===== config.mk =====
export PLATFORM = sky130hd
export DESIGN_NAME = alu_share_sched
export DESIGN_NICKNAME = d
export VERILOG_FILES = /design/src/rtl/alu_share_sched.sv
export SDC_FILE = /design/constraint.sdc
export NUM_CORES = 1
export LEC_CHECK = 0
export CAP_MARGIN = 0
export CORE_UTILIZATION = 42
export DETAILED_ROUTE_END_ITERATION = 10
export PLACE_DENSITY = 0.86
export SETUP_SLACK_MARGIN = 0.2
export SLEW_MARGIN = 10
export SYNTH_ARGS = -nofsm -noshare
export SYNTH_HDL_FRONTEND = slang
export SYNTH_SLANG_ARGS = --single-unit

===== constraint.sdc =====
create_clock -name clk -period 6.03 [get_ports clk]
set_input_delay 1.809 -clock clk [delete_from_list [all_inputs] [get_ports clk]]
set_output_delay 1.809 -clock clk [all_outputs]
set_load 0.05 [all_outputs]

===== src/rtl/alu_share_sched.sv =====
// alu_share_sched: round-robin arbiter sharing one combinational ALU between two requesters,
// holding registered operands for ALU_WAIT cycles before capturing the result.
module alu_share_sched #(
    parameter int WIDTH    = 16,
    parameter int ALU_WAIT = 1
) (
    input  logic             clk,
    input  logic             rst,
    input  logic [1:0]       req_valid,
    output logic [1:0]       req_ready,
    input  logic [2:0]       req_opc0,
    input  logic [2:0]       req_opc1,
    input  logic [WIDTH-1:0] req_m0,
    input  logic [WIDTH-1:0] req_m1,
    input  logic [WIDTH-1:0] req_n0,
    input  logic [WIDTH-1:0] req_n1,
    output logic [1:0]       rsp_valid,
    input  logic [1:0]       rsp_ready,
    output logic [WIDTH-1:0] rsp_data,
    output logic             rsp_zer,
    output logic             rsp_neg,
    output logic [2:0]       alu_opc,
    output logic [WIDTH-1:0] alu_m,
    output logic [WIDTH-1:0] alu_n,
    input  logic [WIDTH-1:0] alu_f,
    input  logic             alu_zer,
    input  logic             alu_neg,
    output logic             busy
);
    typedef enum logic [1:0] {IDLE, EXEC, RESP} state_t;
    state_t state_q, state_d;
    logic gnt_q, gnt_d, last_q, last_d, win;
    logic [3:0] cnt_q, cnt_d;
    logic [2:0] opc_q, opc_d;
    logic [WIDTH-1:0] m_q, m_d, n_q, n_d, data_q, data_d;
    logic zer_q, zer_d, neg_q, neg_d;
    always_comb begin
        win = (req_valid == 2'b11) ? ~last_q : req_valid[1];
        state_d = state_q;
        gnt_d = gnt_q;
        last_d = last_q;
        cnt_d = cnt_q;
        opc_d = opc_q;
        m_d = m_q;
        n_d = n_q;
        data_d = data_q;
        zer_d = zer_q;
        neg_d = neg_q;
        req_ready = 2'b00;
        rsp_valid = 2'b00;
        case (state_q)
            IDLE: begin
                // ready is masked during reset so nothing appears accepted while rst is held
                req_ready = (!rst && |req_valid) ? (win ? 2'b10 : 2'b01) : 2'b00;
                if (|req_valid) begin
                    state_d = EXEC;
                    gnt_d = win;
                    cnt_d = 4'(ALU_WAIT - 1);
                    opc_d = win ? req_opc1 : req_opc0;
                    m_d = win ? req_m1 : req_m0;
                    n_d = win ? req_n1 : req_n0;
                end
            end
            EXEC: begin
                if (cnt_q == 4'd0) begin
                    state_d = RESP;
                    data_d = alu_f;
                    zer_d = alu_zer;
                    neg_d = alu_neg;
                end else begin
                    cnt_d = cnt_q - 4'd1;
                end
            end
            RESP: begin
                rsp_valid = gnt_q ? 2'b10 : 2'b01;
                if (rsp_ready[gnt_q]) begin
                    state_d = IDLE;
                    last_d = gnt_q;
                end
            end
            default: state_d = IDLE;
        endcase
    end
    always_ff @(posedge clk or posedge rst) begin
        if (rst) begin
            state_q <= IDLE;
            gnt_q <= 1'b0;
            last_q <= 1'b1;
            cnt_q <= 4'd0;
            opc_q <= 3'd0;
            m_q <= '0;
            n_q <= '0;
            data_q <= '0;
            zer_q <= 1'b0;
            neg_q <= 1'b0;
        end else begin
            state_q <= state_d;
            gnt_q <= gnt_d;
            last_q <= last_d;
            cnt_q <= cnt_d;
            opc_q <= opc_d;
            m_q <= m_d;
            n_q <= n_d;
            data_q <= data_d;
            zer_q <= zer_d;
            neg_q <= neg_d;
        end
    end
    assign alu_opc = opc_q;
    assign alu_m = m_q;
    assign alu_n = n_q;
    assign rsp_data = data_q;
    assign rsp_zer = zer_q;
    assign rsp_neg = neg_q;
    assign busy = (state_q != IDLE);
endmodule


# [Word level (Yosys, flattened, before mapping)]
# Index checks and enable logic that the tools add are counted.
[op_classes] n_reduce_logical=12 muxes=18 bitwise=1 n_lt_le_gt_ge=1 n_addsub=1 n_eq_ne=7
[ops] op="$mux W16" n=2
[ops] op="$mux W2" n=8
[ops] op="$mux W4" n=2
[ops] op="$ne A2 B2 Y1 const B" n=4
[ops] op="$pmux W4 S2" n=1
[ops] op="$pmux W2 S3" n=1
[ops] op="$reduce_and A2 Y1" n=3
[ops] op="$reduce_and A3 Y1" n=2
[ops] op="$eq A2 B2 Y1 const B" n=2
[ops] op="$logic_not A4 Y1" n=1
[ops] op="$reduce_bool A2 Y1" n=2
[ops] op="$sub A4 B1 Y4 const B" n=1
[ops] op="$mux W1" n=3
[ops] op="$mux W3" n=1
[ops] op="$eq A2 B1 Y1 const B" n=1
[ops] op="$logic_not A2 Y1" n=1
[ops] op="$lt A1 B2 Y1 const B" n=1
[ops] op="$reduce_or A2 Y1" n=1
[ops] op="$logic_and A1 B1 Y1" n=1
[ops] op="$logic_not A1 Y1" n=1
[ops] op="$not A1 Y1" n=1
[word_totals] input_bits=94 ff_bits=61 output_inout_bits=58

# [Longest topological paths before layout]
# Gate-level depths: netlist (run 1).
[logic_depth] word_depth=5 ltp_mapped=6

# [Worst setup path after synthesis (run 1)]
# Ideal clock, no wire load.
[synth_timing] kind="input port to output port" from="input rst" to="output req_ready[1]" arrival_time_ns=3.751 cell_stages=2 setup_slack_ns=0.470 path_buffers=0 cell_sequence="inv_1 and3_1"
[synth_via] elab_chain_cells=4
[synth_lines] element="start: declaration" line_no="8" source="input logic rst,"
[synth_lines] element="$logic_not A1 Y1 (no line)"
[synth_lines] element="$logic_and A1 B1 Y1" line_no="54" source="req_ready = (!rst && |req_valid) ? (win ? 2'b10 : 2'b01) : 2'b00;"
[synth_lines] element="$mux W2" line_no="54"
[synth_lines] element="$mux W2" line_no="51" source="case (state_q)"
[synth_lines] element="end: declaration" line_no="10" source="output logic [1:0] req_ready,"
# Every way passes these cells.

# [Worst setup path in the final report (run 1)]
[layout_timing] from="input req_valid[0]" to="output req_ready[0]"
[layout_via] elab_chain_cells=5 elab_cells_between_ends=7 cone_classes="eq/ne (1); mux (4); reduce/logical (2)"
[layout_lines] element="start: declaration" line_no="9" source="input logic [1:0] req_valid,"
[layout_lines] element="$eq A2 B2 Y1" line_no="38" source="win = (req_valid == 2'b11) ? ~last_q : req_valid[1];"
[layout_lines] element="$mux W1" line_no="38"
[layout_lines] element="$mux W2" line_no="54"
[layout_lines] element="$mux W2 *" line_no="54"
[layout_lines] element="$mux W2 *" line_no="51"
# Every way passes the cells marked *; elsewhere a longest branch is shown, timed or not.

==> results.txt, run 1 <==
number of distinct library cells after synthesis - 34
Std-Cell Core Area - 6350 sq um
synthesis-to-layout area growth - 61.7%
arrival time worst endpoint - 3.60 ns
wirelength, routed - 7.74 mm
worst path required time - 4.22 ns
Die Wd - 83.0 um
Critical Setup Path Class - input pin to primary output
placed inst area - 4270 sq um
count of unresolved DRC violations after routing - 0
CTS tree - built
worst slack on hold paths - 0.505 ns
minimum setup slack in the final design - 0.617 ns
post-synthesis cell type with the largest combined area - sky130_fd_sc_hd__dfrtp_1
via count of the routed design - 2385
standard-cell row count - 29
final number of setup-violating endpoints - 0
clock transition at the registers of the reported paths - 0.06 ns
count of cells along the worst register-to-register path - 4
syn nets - 305
largest clock skew in the final design - 0.00795 ns
average wire length per cell after detail routing - 17.5 um
top cells by area in the synthesized netlist - sky130_fd_sc_hd__dfrtp_1 (54%), sky130_fd_sc_hd__a221o_1 (13%), sky130_fd_sc_hd__and3_1 (8.2%)
buffer levels on the longest clock path - 2
Power per Cell Area - 608 nW/um^2
Buffers on Ports - 151
H-tree levels - 3
remaining antenna violation count - 0
total design power - 2.71 mW
slack of the worst reg-to-reg path - 3.96 ns
minimum clock period after layout - 5.41 ns
post-synth design cell area - 2760 sq um
Total GRT Usage - 23.8%
final net count - 455
number of enable-type register cells in the synthesized netlist - 0
count of cells resized by post-cts repair - 0
Post-Place Worst Slack - 0.607 ns
number of iterations in the first detailed-routing pass - 4
Setup TNS Final - 0 ns
utilization after layout - 70.2%
wire length of the first global-routing pass - 13.0 mm
kind of launch point of the worst setup path - input pin
static leakage - 1.99 nW
Max FO, Critical Path - 5
number of synthesized register bits - 61
number of antenna violations at the first check in global routing - 0
Rel. slew slack - 49.2%
average cell area after synthesis - 13.2 sq um
final antenna diode count - 0
buffer cell driving the clock tree root - sky130_fd_sc_hd__clkbuf_8
Final Hold Vio Count - 0
fraction of registers with async set/reset - 100%
start point of the worst hold path - rsp_data[13]
final cell area excluding filler cells - 4460 sq um
global placement routability congestion - 0.794
Placed Cells incl. Taps - 425
Crit Reg-Reg Startpoint - state_q[1]
initial drt markers - 114
buffers inserted during post-CTS setup optimization - 0
run status - completed
CP startpoint - req_valid[0]
Worst setup endpoint - req_ready[0]
fraction of layout instances using a drive strength above 1 - 13.7%
pin count of the biggest net entering global routing - 62
hold-fix buffer count after cts - 0
slew at the pin closest to its max-slew limit - 0.763 ns
final period utilization - 89.8%
Die ar. - 6890 sq um
final standard cell count with taps included and fillers excluded - 441
number of instances in the synthesized netlist - 209
maxcap violations - 0
WHS Path Cells - 1
most frequently used flop master after synthesis - sky130_fd_sc_hd__dfrtp_1
sequential fraction of the synthesis area - 55.4%
capture instance of the worst register-to-register path - alu_opc[1]
Synth warnings - 0
number of vias per cell - 5.41
effective utilization at floorplan - 43.4%
unrepaired setup endpoints after global routing - false
overall overflow remaining after global route - 0
final HPWL from detailed placement - 5.49 mm
peak clock frequency supported by timing - 185 MHz
via count of the first global-routing pass - 2707
Boundary Pins - 152
sink count of the clock tree - 61
largest voltage drop on the vdd net - 385 uV
type of destination of the critical path - primary output
worst hold-check path type - flop to flop
area share of the leading cell type in the synthesized netlist - 54.4%
insertion delay to the later sink of the worst-skew pair - 0.34 ns
Num CTS Buffers - 9
Filler cells - 484
chip height - 83.0 um
number of slew-limit violations in the final report - 0
how the worst min path moves through the flow:
stage / end / slack, ns
CTS: rsp_data[11] / 0.51
global placement: rsp_data[11] / 0.49
detailed placement: rsp_data[11] / 0.49
floorplan: cnt_q[0] / 0.47
global route: rsp_data[11] / 0.52
finish: rsp_data[13] / 0.50
state kept, by name, indices dropped and copies added (netlist names):
register and flops:
cnt_q 4, last_q 1, alu_m 16, rsp_data 16, alu_opc 3, rsp_neg 1
gnt_q 1, rsp_zer 1, state_q 2, alu_n 16
worst max-delay path, stage by stage:
cell                              delay [ns]
sky130_fd_sc_hd__clkdlybuf4s50_1        0.61
sky130_fd_sc_hd__and3_4                 0.24
sky130_fd_sc_hd__and2_1                 0.12
sky130_fd_sc_hd__clkdlybuf4s50_1        0.82
cells in the final DEF, fill, tap and decap left out, drive strengths merged, types with 2 or more instances in the layout:
cell and n:
inv 5, buf 5, nor2 3, nor3 4, mux2i 2, ha 2
dfrtp 60, clkbuf 11, a21boi 2, clkinvlp 4, and2b 2, nand2b 3
nand2 3, and3 37, clkdlybuf4s50 150, a22o 2, and2 2, mux2 19
a221o 35, o21ai 5
cells in the mapped netlist (all sizes together) (2+ instances only):
library cell  instances
a221o                35
and3                 37
nor2                  3
inv                   5
buf                  10
and2b                 2
clkbuf                6
ha                    2
o21ai                 5
dfrtp                60
nor3                  4
a22o                  2
mux2i                 2
nand2b                3
and2                  2
nand2                 3
mux2                 19
a21boi                2
report_power, final:
group	internal [mW]	switching [mW]
registers	0.611	0.125
logic	0.636	1.00
clock network	0.170	0.162
total	1.42	1.29
layout make-up:
type                            instances  area [sq um]  share of cell area, %
Multi-Input combinational cell        127          1090                   24.5
Timing Repair Buffer                  155          1540                   34.5
Sequential cell                        61          1530                   34.3
Inverter                                5          18.8                  0.421
Tap cell                               77          96.3                   2.16
Clock buffer                           11           151                   3.40
Clock inverter                          5          35.0                  0.786
cells by family (layout without fill, tap and decap cells):
family | count (synthesis) | in the layout | synth area share [%]
buffers and inverters | 21 | 176 | 5.04
adders and majority gates | 2 | 2 | 0.907
DFF | 61 | 61 | 55.4
muxes | 21 | 21 | 8.76
and+or+nand+nor | 56 | 56 | 13.5
AOI/OAI and AO/OA | 48 | 48 | 16.4
per-layer routing:
metal,wire (um),track usage [%],up-vias
met5,0,0,-
met4,327,13.0,0
met3,367,5.07,26
met2,4090,42.3,92
met1,2950,26.6,1160
li1,-,-,1107
Power figures use the tool's default switching activity.
==> run 2, diff against run 1 <==
- SLEW_MARGIN: 10 -> 20
- TNS_END_PERCENT: unset -> 10
==> results of run 2 <==
No change in the layout: final DEF, timing and power equal those of run 1.
